`src/rtl/netwalk_pkg.sv`:
```
// Shared types and helpers for the NetWalk match encoder.
// Build option: NETWALK_MATCH_MSB_FIRST_EN selects highest-index-first emission.
package netwalk_pkg;

    localparam int ENCODER_OUT_WIDTH_DEFAULT = 6;

    typedef enum logic [1:0] {
        IDLE    = 2'd0,
        EMIT    = 2'd1,
        NOMATCH = 2'd2
    } state_t;

    function automatic bit scan_msb_first();
`ifdef NETWALK_MATCH_MSB_FIRST_EN
        return 1'b1;
`else
        return 1'b0;
`endif
    endfunction

endpackage

```
`src/rtl/netwalk_prio_scan.sv`:
```
// Combinational priority scan: picks the first set bit of a vector in the
// configured direction and reports whether it is the only one left.
module netwalk_prio_scan #(
    parameter int IN_WIDTH  = 64,
    parameter int OUT_WIDTH = 6,
    parameter bit MSB_FIRST = 1'b0
) (
    input  logic [IN_WIDTH-1:0]  vec,
    output logic                 found,
    output logic [OUT_WIDTH-1:0] index,
    output logic                 single_remaining
);

    localparam logic [IN_WIDTH-1:0] ONE = IN_WIDTH'(1);

    always_comb begin
        found = 1'b0;
        index = '0;
        // The last assignment in loop order wins, so iterate away from the preferred end.
        if (MSB_FIRST) begin
            for (int i = 0; i < IN_WIDTH; i++) begin
                if (vec[i]) begin
                    found = 1'b1;
                    index = OUT_WIDTH'(i);
                end
            end
        end else begin
            for (int i = IN_WIDTH - 1; i >= 0; i--) begin
                if (vec[i]) begin
                    found = 1'b1;
                    index = OUT_WIDTH'(i);
                end
            end
        end
    end

    assign single_remaining = found && ((vec & (vec - ONE)) == '0);

endmodule

```
`src/rtl/netwalk_match_encoder.sv`:
```
// Serialises a multi-hot CAM match vector into one index per output beat.
// Build option: NETWALK_MATCH_MSB_FIRST_EN emits highest index first.
module netwalk_match_encoder
    import netwalk_pkg::*;
#(
    parameter int ENCODER_OUT_WIDTH = ENCODER_OUT_WIDTH_DEFAULT,
    parameter int ENCODER_IN_WIDTH  = 1 << ENCODER_OUT_WIDTH
) (
    input  logic                         clk,
    input  logic                         reset,
    input  logic [ENCODER_IN_WIDTH-1:0]  encoder_in,
    input  logic                         in_valid,
    output logic                         in_ready,
    output logic [ENCODER_OUT_WIDTH-1:0] encoder_out,
    output logic                         out_valid,
    input  logic                         out_ready,
    output logic                         out_last,
    output logic                         out_nomatch,
    output logic [1:0]                   dbg_state
);

    // valid/ready: a beat transfers on a rising clk when both are high; the
    // producer holds its payload stable while valid is high and ready is low.

    localparam logic [ENCODER_IN_WIDTH-1:0] BIT0 = ENCODER_IN_WIDTH'(1);

    state_t                        state;
    logic [ENCODER_IN_WIDTH-1:0]   pending;
    logic [ENCODER_IN_WIDTH-1:0]   next_vec;
    logic                          in_fire;
    logic                          out_fire;
    logic                          scan_found;
    logic [ENCODER_OUT_WIDTH-1:0]  scan_index;
    logic                          scan_single;

    assign out_fire  = out_valid && out_ready;
    assign in_ready  = (state == IDLE) || (out_fire && out_last);
    assign in_fire   = in_valid && in_ready;
    assign dbg_state = state;

    // The scan looks at what the pending vector will be after this edge, so the
    // next index is already registered when the beat is presented.
    always_comb begin
        next_vec = pending;
        if (in_fire) begin
            next_vec = encoder_in;
        end else if (out_fire) begin
            next_vec = pending & ~(BIT0 << encoder_out);
        end
    end

    netwalk_prio_scan #(
        .IN_WIDTH  (ENCODER_IN_WIDTH),
        .OUT_WIDTH (ENCODER_OUT_WIDTH),
        .MSB_FIRST (scan_msb_first())
    ) u_scan (
        .vec              (next_vec),
        .found            (scan_found),
        .index            (scan_index),
        .single_remaining (scan_single)
    );

    always_ff @(posedge clk or negedge reset) begin
        if (!reset) begin
            state       <= IDLE;
            pending     <= '0;
            out_valid   <= 1'b0;
            encoder_out <= '0;
            out_last    <= 1'b0;
            out_nomatch <= 1'b0;
        end else if (in_fire) begin
            pending   <= next_vec;
            out_valid <= 1'b1;
            if (scan_found) begin
                state       <= EMIT;
                encoder_out <= scan_index;
                out_last    <= scan_single;
                out_nomatch <= 1'b0;
            end else begin
                state       <= NOMATCH;
                encoder_out <= '0;
                out_last    <= 1'b1;
                out_nomatch <= 1'b1;
            end
        end else if (out_fire) begin
            if (out_last) begin
                state       <= IDLE;
                pending     <= '0;
                out_valid   <= 1'b0;
                encoder_out <= '0;
                out_last    <= 1'b0;
                out_nomatch <= 1'b0;
            end else begin
                pending     <= next_vec;
                encoder_out <= scan_index;
                out_last    <= scan_single;
            end
        end
    end

endmodule

```
`config.mk`:
```
export PLATFORM = sky130hd
export DESIGN_NAME = netwalk_match_encoder
export DESIGN_NICKNAME = d
export VERILOG_FILES = /design/src/rtl/netwalk_pkg.sv /design/src/rtl/netwalk_prio_scan.sv /design/src/rtl/netwalk_match_encoder.sv
export SDC_FILE = /design/constraint.sdc
export NUM_CORES = 1
export LEC_CHECK = 0
export CELL_PAD_IN_SITES_DETAIL_PLACEMENT = 0
export CELL_PAD_IN_SITES_GLOBAL_PLACEMENT = 1
export CORE_ASPECT_RATIO = 1.5
export CORE_MARGIN = 1.5
export CORE_UTILIZATION = 45
export DETAILED_ROUTE_END_ITERATION = 8
export GPL_ROUTABILITY_DRIVEN = 0
export PLACE_DENSITY_LB_ADDON = 0.25
export SYNTH_ARGS = -nofsm -noshare
export SYNTH_HDL_FRONTEND = slang
export SYNTH_SLANG_ARGS = --single-unit
```
`constraint.sdc`:
```
create_clock -name clk -period 5.8 [get_ports clk]
set_input_delay 1.16 -clock clk [delete_from_list [all_inputs] [get_ports clk]]
set_output_delay 1.16 -clock clk [all_outputs]
set_load 0.01 [all_outputs]
```
Word-level counts from Yosys, hierarchy flattened
Cells that the tools add are included.

storage, ports and cells
  flip-flop bits (word level) = 75
  latch bits = 0
  bits in writable memories = 0
  bits in read-only memories = 0
  input bits = 68
  output and inout port bits = 12
  logic and storage cells = 171
  memories = 0

cells by class
  add/sub/neg operators = 1
  $mul = 0
  divide/modulo/power cells = 0
  $lt $le $gt $ge = 0
  equal/unequal tests = 0
  shift-type cells = 1
  muxes and demuxes = 150
  bitwise logic cells = 3
  reductions and logical operators = 10

operators by type and width
  kind                                                number
  two-way mux 6 bit                                   68
  two-way mux 64 bit                                  5
  AND 64 bit                                          2
  two-way mux 1 bit                                   73
  logical NOT 64 bit                                  1
  inverter 64 bit                                     1
  << shifter 1 x 6 -> 64 bit, first input constant    1
  subtractor 64 x 1 -> 64 bit, second input constant  1
  two-way mux 2 bit                                   4
  logical AND 1 bit                                   4
  nonzero test 2 bit                                  2
  logical NOT 2 bit                                   1
  AND reduction 2 bit                                 1
  logical OR 1 bit                                    1

Logic depth before layout (Yosys ltp)
Gate-level depths: netlist of the first run.

  depth in word-level cells = 73
  depth in mapped cells = 15
  gate-level depth less buffers = 10

Cells and area by module
From an unflattened synthesis of the first run, not the netlist that was laid out.

unflattened totals
  cell total of the unflattened synthesis = 947
  area total of the unflattened synthesis = 7254.5 sq um

by module, submodules not included
  module                 instances  cells each  area an instance (sq um)  sequential area each (sq um)
  netwalk_match_encoder  1          678         5620.4                    1851.8
  netwalk_prio_scan      1          269         1634.1                    0.0

Worst setup path before layout of the first run
No wires, ideal clock.

  path type = input port to flip-flop
  start = input port out_ready
  end = register out_last
  library setup time = 0.076 ns
  data arrival time = 4.118 ns
  data required time = 5.724 ns
  path slack = 1.606 ns
  stages = 13
  buffers on the path = 3
  cells stage by stage = buf_2 -> and3_4 -> buf_6 -> buf_6 -> o211ai_1 -> o31ai_1 -> nor4_4 -> nand3_2 -> or3_4 -> or4b_4 -> a2111oi_4 -> nand4_1 -> o21ai_1

on the way
  word-level cells in the longest chain between the ends = 73
  elaborated cells on any way between the ends = 79
  those cells by class = add/sub: 1; mux: 70; bitwise: 1; reduce/logical: 7

RTL lines
  item                             RTL line                     text
  start, declared                  netwalk_match_encoder.sv:16  input logic out_ready,
  logical AND 1 bit *              netwalk_match_encoder.sv:36  assign out_fire = out_valid && out_ready;
  logical AND 1 bit                netwalk_match_encoder.sv:37  assign in_ready = (state == IDLE) || (out_fire && out_last);
  logical OR 1 bit                 netwalk_match_encoder.sv:37
  logical AND 1 bit                netwalk_match_encoder.sv:38  assign in_fire = in_valid && in_ready;
  two-way mux 64 bit               netwalk_match_encoder.sv:45  if (in_fire) begin
  two-way mux 1 bit (64 in a row)  netwalk_prio_scan.sv:29      if (vec[i]) begin
  logical AND 1 bit                netwalk_prio_scan.sv:37      assign single_remaining = found && ((vec & (vec - ONE)) == '0);
  two-way mux 1 bit                netwalk_match_encoder.sv:86  if (out_last) begin
  two-way mux 1 bit                netwalk_match_encoder.sv:85  end else if (out_fire) begin
  two-way mux 1 bit                netwalk_match_encoder.sv:71  end else if (in_fire) begin
  end signal, assigned             netwalk_match_encoder.sv:77  out_last <= scan_single;
  end signal, assigned             netwalk_match_encoder.sv:96  out_last <= scan_single;
  end, declared                    netwalk_match_encoder.sv:17  output logic out_last,

Every way passes the cells marked *; elsewhere a longest branch is shown, timed or not. The select of a mux whose other input is x is not followed.
A chain may end at the register's enable or synchronous reset.

Final worst setup path of the first run
Ends and elaborated chain as after synthesis.

==> flow_metrics.env, run 1 <==
export IMPL_leakage_nw=3.03
export IMPL_p_comb_share_pct=50.1
export IMPL_reg2reg_to="out_last$_DFFE_PN0P_"
export IMPL_vias_per_cell=6.33
export IMPL_reg2reg_slack_ns=1.50
export IMPL_cts_sink_count=74
export IMPL_slew_violations=0
export IMPL_drive_gt1_share_pct=7.31
export IMPL_area_growth_pct=18.2
export IMPL_grt_max_degree=75
export IMPL_ys_flop_type="dfrtp_1"
export IMPL_initial_core_util_pct=46.3
export IMPL_fill_cells=1389
export IMPL_synthCells=904
export IMPL_synthTopCellsByArea="dfrtp_1, o211ai_1, o31ai_1"
export IMPL_swShare_pct=44.3
export IMPL_p_int_mw=1.50
export IMPL_antenna_found_initial=0
export IMPL_wl_per_cell_um=20.1
export IMPL_rows=53
export IMPL_share_seq_of_total_power_pct=28.7
export IMPL_regArea_um2=1850
export IMPL_nNetsFinal=1020
export IMPL_synthArstFlopShare_pct=100
export IMPL_synth_cell_area_um2=6540
export IMPL_power_switching_mw=1.19
export IMPL_hold_class="flip-flop to flip-flop"
export IMPL_worst_path_max_fanout=37
export IMPL_fin_setup_tns_ns=0
export IMPL_grt_pass1_vias=7017
export IMPL_ys_types=66
export IMPL_synthMostInstantiatedCell="nor2_1"
export IMPL_ctsLongestPathBuffers=2
export IMPL_place_hpwl_mm=16.3
export IMPL_hold_violations=0
export IMPL_max_freq_mhz=192
export IMPL_setup_viol=0
export IMPL_relSlewSlack_pct=16.8
export IMPL_die_area_um2=15300
export IMPL_critical_path_required_ns=6.08
export IMPL_vdd_drop_max_v=0.000193
export IMPL_fin_crit_ns=5.20
export IMPL_fin_skew_ns=0.00535
export IMPL_ant_nets=0
export IMPL_cts_root_buffer="clkbuf_16"
export IMPL_grt_total_usage_pct=31.1
export IMPL_ff2ff_path_depth=10
export IMPL_powerDensity_nw_per_um2=348
export IMPL_fin_crit_sh_pct=89.7
export IMPL_worst_ep_arrival_time_ns=5.49
export IMPL_run_status="completed"
export IMPL_postCtsSetupBuffers=0
export IMPL_yosysTopAreaCellShare_pct=28.3
export IMPL_ctsResizeCount=0
export IMPL_drt_iter0_drc=432
export IMPL_synth_top_area_cell="dfrtp_1"
export IMPL_ys_seq_area_share_pct=28.3
export IMPL_drc=0
export IMPL_worst_hold_slack_ns=0.499
export IMPL_min_to="pending[3]$_DFFE_PN0P_"
export IMPL_dr_pass1_iters=5
export IMPL_io_pins=80
export IMPL_tightestPinTransition_ns=1.24
export IMPL_synth_area_per_cell_um2=7.23
export IMPL_wirelength_mm=23.1
export IMPL_yosysWarnings=0
export IMPL_clk_pin_slew_ns=0.06
export IMPL_fp_dieH_um=151
export IMPL_cts_buffers=9
export IMPL_p_clk_share_pct=21.2
export IMPL_clock_insertion_delay_worst_skew_ns=0.37
export IMPL_die_w_um=101
export IMPL_ys_top_cells_by_count="nor2_1, nand2_1, o21ai_0"
export IMPL_ys_ff_latch=74
export IMPL_hold_start="pending[3]$_DFFE_PN0P_"
export IMPL_htreeDepth=3
export IMPL_max_cap_violations=0
export IMPL_vias=7272
export IMPL_ctsHoldBuffers=0
export IMPL_start_kind="input port"
export IMPL_grt_pass1_wl_mm=36.9
export IMPL_synth_nets=972
export IMPL_critical_path_class="input port to flip-flop"
export IMPL_synth_edf_count=0
export IMPL_r2r_start="out_valid$_DFFE_PN0P_"
export IMPL_multi_input_area_um2=4120
export IMPL_power_mw=2.69
export IMPL_whs_path_depth=2
export IMPL_io_buffers=79
export IMPL_worstSetupEndpointType="flip-flop"
export IMPL_num_antenna_cells=0
export IMPL_rsz0062_at_grt="no"
export IMPL_overflow=0
export IMPL_core_area_um2=14100
export IMPL_cts_tree="yes"
## final cells by class
cell class	count	share of cell area (%)
clock buffers	10	2.96
clock inverters	6	0.745
inverters	75	3.64
multi-input cells	691	53.3
flip-flops and latches	74	24.0
well taps	192	3.11
repair buffers	101	12.3
## through the flow
step                worst slack [ns]  utilization [%]  cell area (um^2)  cells
floorplan                       1.61                -              6540    904
global placement               0.437             52.7              7440   1133
detailed placement             0.293             52.7              7440   1133
CTS                            0.657             54.7              7730   1149
global route                   0.231             54.7              7730   1149
finish                         0.595             54.7              7730   1149
## flip-flops by register name (all words and copies together), names as in the netlist
signal / flops
out_last: 1
out_nomatch: 1
pending: 64
encoder_out: 6
dbg_state: 1
out_valid: 1
## cells by family after synthesis
family | Yosys count | share of synthesized area, %
and+or+nand+nor | 370 | 29.0
DFF | 74 | 28.3
buffers and inverters | 139 | 8.84
AOI/OAI and AO/OA | 319 | 33.6
adders and majority gates | 2 | 0.306
## power by group through the flow
stage / Combinational [mW] / Sequential [mW] / Clock, mW
global placement: 1.30 / 0.769 / 0
finish: 1.35 / 0.772 / 0.571
CTS: 1.33 / 0.769 / 0.578
detailed placement: 1.32 / 0.775 / 0
floorplan: 0.947 / 0.736 / 0
global route: 1.48 / 0.792 / 0.604
## routing by layer
layer / vias to the layer above / share of wire [%] / track usage, %
li1: 3447 / - / -
met1: 3463 / 39 / 35.7
met2: 290 / 51 / 54.2
met3: 72 / 5.3 / 4.78
met4: 0 / 5.5 / 18.2
met5: - / 0 / 0
## cells in the final DEF (no fill, tap or decap), drive strengths merged, types with 3 or more instances in the layout
master,Yosys,routed
nand4b,7,7
a21boi,3,3
buf,26,24
nand3,69,69
or3,6,6
a22oi,4,4
a31oi,10,10
o31a,6,6
o31ai,63,63
o21ai,92,92
a211oi,6,6
dfrtp,74,74
nand2,96,96
nand4bb,7,7
clkinv,0,4
o41ai,7,7
nor2,112,112
clkdlybuf4s50,0,77
and2,3,3
clkbuf,38,10
a2111oi,3,3
or2,8,8
inv,75,75
o21a,6,6
a21o,4,4
nor2b,3,3
or4b,5,5
o211ai,67,67
nand4,9,9
nor3,14,14
nor4,25,25
a21oi,21,21
o21bai,3,3
o2111ai,5,5
## worst max-delay path by stage
| stage | cells past startpoint | to | slack (ns) | startpoint |
|---|---|---|---|---|
| 5_1_grt | 11 | out_last$_DFFE_PN0P_ | 0.23 | out_ready |
| 3_5_place_dp | 11 | out_last$_DFFE_PN0P_ | 0.29 | out_ready |
| 4_1_cts | 11 | out_last$_DFFE_PN0P_ | 0.66 | out_ready |
| 3_3_place_gp | 11 | out_last$_DFFE_PN0P_ | 0.44 | out_ready |
| 6_report | 11 | out_last$_DFFE_PN0P_ | 0.60 | out_ready |
| 2_1_floorplan | 13 | out_last$_DFFE_PN0P_ | 1.61 | out_ready |
## worst max-delay path, cell delays in order
cell             delay [ns]
clkdlybuf4s50_1        0.58
and3_4                 0.22
o21a_2                 0.55
buf_4                  0.49
o31ai_1                0.26
nor4_1                 0.59
nand4_1                0.32
or4b_4                 0.60
a2111oi_4              0.36
nand4_1                0.15
o21ai_1                0.17
(Power assumes the default switching activity.)
==> run 2, diff against run 1 <==
Settings changed: CTS_CLUSTER_SIZE from default to 10.
Clock period 5.8 ns to 6.2 ns, I/O delays scaled along.
==> flow_metrics.env, run 2 (same netlist as run 1, synthesis figures left out) <==
export IMPL_grt_max_degree=75
export IMPL_powerDensity_nw_per_um2=323
export IMPL_max_cap_violations=0
export IMPL_overflow=0
export IMPL_clock_insertion_delay_worst_skew_ns=0.36
export IMPL_fin_crit_sh_pct=87.4
export IMPL_final_cells=1143
export IMPL_core_area_um2=14100
export IMPL_critical_path_class="input port to flip-flop"
export IMPL_initial_core_util_pct=46.3
export IMPL_postCtsSetupBuffers=0
export IMPL_p_clk_share_pct=19.8
export IMPL_rows=53
export IMPL_ant_nets=0
export IMPL_setup_viol=0
export IMPL_cts_root_buffer="clkbuf_16"
export IMPL_layout_common_cells="nor2_1, nand2_1, o21ai_0"
export IMPL_drc=0
export IMPL_worst_hold_slack_ns=0.499
export IMPL_p_int_mw=1.36
export IMPL_wl_per_cell_um=20.3
export IMPL_die_area_um2=15300
export IMPL_place_hpwl_mm=16.3
export IMPL_largest_register="pending"
export IMPL_final_cell_area_um2=7660
export IMPL_hold_violations=0
export IMPL_antenna_found_initial=0
export IMPL_power_switching_mw=1.12
export IMPL_tightestPinTransition_ns=1.18
export IMPL_p_comb_share_pct=50.9
export IMPL_rsz0062_at_grt="no"
export IMPL_vias=7287
export IMPL_leakage_nw=2.99
export IMPL_cts_tree="yes"
export IMPL_vdd_drop_max_v=0.000169
export IMPL_dp_cells=1128
export IMPL_fp_dieH_um=151
export IMPL_grt_pass1_vias=7134
export IMPL_clk_pin_slew_ns=0.06
export IMPL_start_kind="input port"
export IMPL_hold_class="flip-flop to flip-flop"
export IMPL_mostFrequentLayoutCell="nor2_1"
export IMPL_num_antenna_cells=0
export IMPL_fin_setup_tns_ns=0
export IMPL_reg_top3="pending: 64 flops, encoder_out: 6 flops"
export IMPL_cts_sink_count=74
export IMPL_worst_path_max_fanout=42
export IMPL_io_pins=80
export IMPL_drive_gt1_share_pct=6.62
export IMPL_share_seq_of_total_power_pct=29.3
export IMPL_htreeDepth=3
export IMPL_wirelength_mm=23.2
export IMPL_io_buffers=79
export IMPL_drt_iter0_drc=536
export IMPL_vias_per_cell=6.38
export IMPL_ctsLongestPathBuffers=2
export IMPL_place_area_um2=7400
export IMPL_run_status="completed"
export IMPL_ctsHoldBuffers=0
export IMPL_dr_pass1_iters=6
export IMPL_worstSetupEndpointType="flip-flop"
export IMPL_swShare_pct=45.2
export IMPL_largest_reg_flops=64
export IMPL_die_w_um=101
export IMPL_cts_buffers=9
export IMPL_grt_pass1_wl_mm=37.6
export IMPL_critical_path_required_ns=6.43
export IMPL_area_growth_pct=17.1
export IMPL_max_freq_mhz=185
export IMPL_slew_violations=0
export IMPL_fin_skew_ns=0.00585
export IMPL_fin_crit_ns=5.42
export IMPL_relSlewSlack_pct=20.4
export IMPL_grt_total_usage_pct=31.7
export IMPL_ctsResizeCount=0
export IMPL_worst_ep_arrival_time_ns=5.64
export IMPL_fill_cells=1417
export IMPL_nNetsFinal=1015
export IMPL_fin_util_pct=54.2
==> run 2: changes by cell type in the layout (fill, tap and decap cells not counted) <==
cell        change
buf_4           -5
clkbuf_1        +1
clkinvlp_4      -1
bufinv_16       -1
==> run 2: power groups by stage <==
stage          clock network, mW  logic [mW]  registers (mW)
5_1_grt                    0.514        1.38           0.741
3_5_place_dp                   0        1.23           0.728
4_1_cts                    0.493        1.23           0.720
2_1_floorplan                  0       0.886           0.688
3_3_place_gp                   0        1.21           0.723
6_report                   0.489        1.26           0.725
==> run 2: area by class of cell <==
type / count / area (um^2) / area share, %
timing repair buffer: 96 / 911 / 11.9
multi-input combinational: 691 / 4120 / 53.8
inverter: 75 / 282 / 3.68
sequential: 74 / 1850 / 24.2
clock buffer: 11 / 233 / 3.04
clock inverter: 4 / 20.0 / 0.261
tap: 192 / 240 / 3.14
==> run 2: layer usage <==
layer | GRT usage [%] | vias to the layer above | part of all wire, %
met5 | 0 | - | 0
met4 | 18.2 | 0 | 5.4
met3 | 4.64 | 82 | 4.6
met2 | 56.6 | 281 | 51
met1 | 35.3 | 3487 | 39
li1 | - | 3437 | -
==> run 2: stage by stage <==
stage | setup WS, ns | total power [mW]
floorplan | 1.93 | 1.57
global placement | 0.666 | 1.93
detailed placement | 0.539 | 1.96
CTS | 0.901 | 2.45
global route | 0.537 | 2.63
finish | 0.781 | 2.47
==> run 2: final timing paths <==
kind / endpoint / slack, ns / start / cells after the start
max in group asynchronous: pending[63]$_DFFE_PN0P_ / 4.46 / reset / 1
worst min-delay path: pending[27]$_DFFE_PN0P_ / 0.50 / pending[27]$_DFFE_PN0P_ / 2
worst min register to register: pending[27]$_DFFE_PN0P_ / 0.50 / pending[27]$_DFFE_PN0P_ / 2
min in group asynchronous: pending[59]$_DFFE_PN0P_ / 1.01 / reset / 1
worst max-delay path: encoder_out[1]$_DFFE_PN0P_ / 0.78 / out_ready / 12
worst max register to register: encoder_out[1]$_DFFE_PN0P_ / 1.78 / out_valid$_DFFE_PN0P_ / 11
==> run 2: worst max-delay path: stages <==
cell and delay (ns):
clkdlybuf4s50_1 0.59, and3_4 0.22, o21a_2 0.62, buf_4 0.51, o31ai_1 0.25, nor4_1 0.59
nand4_1 0.35, or2_2 0.38, o41ai_1 0.51, nor4_1 0.10, a21oi_1 0.19, a211oi_1 0.07
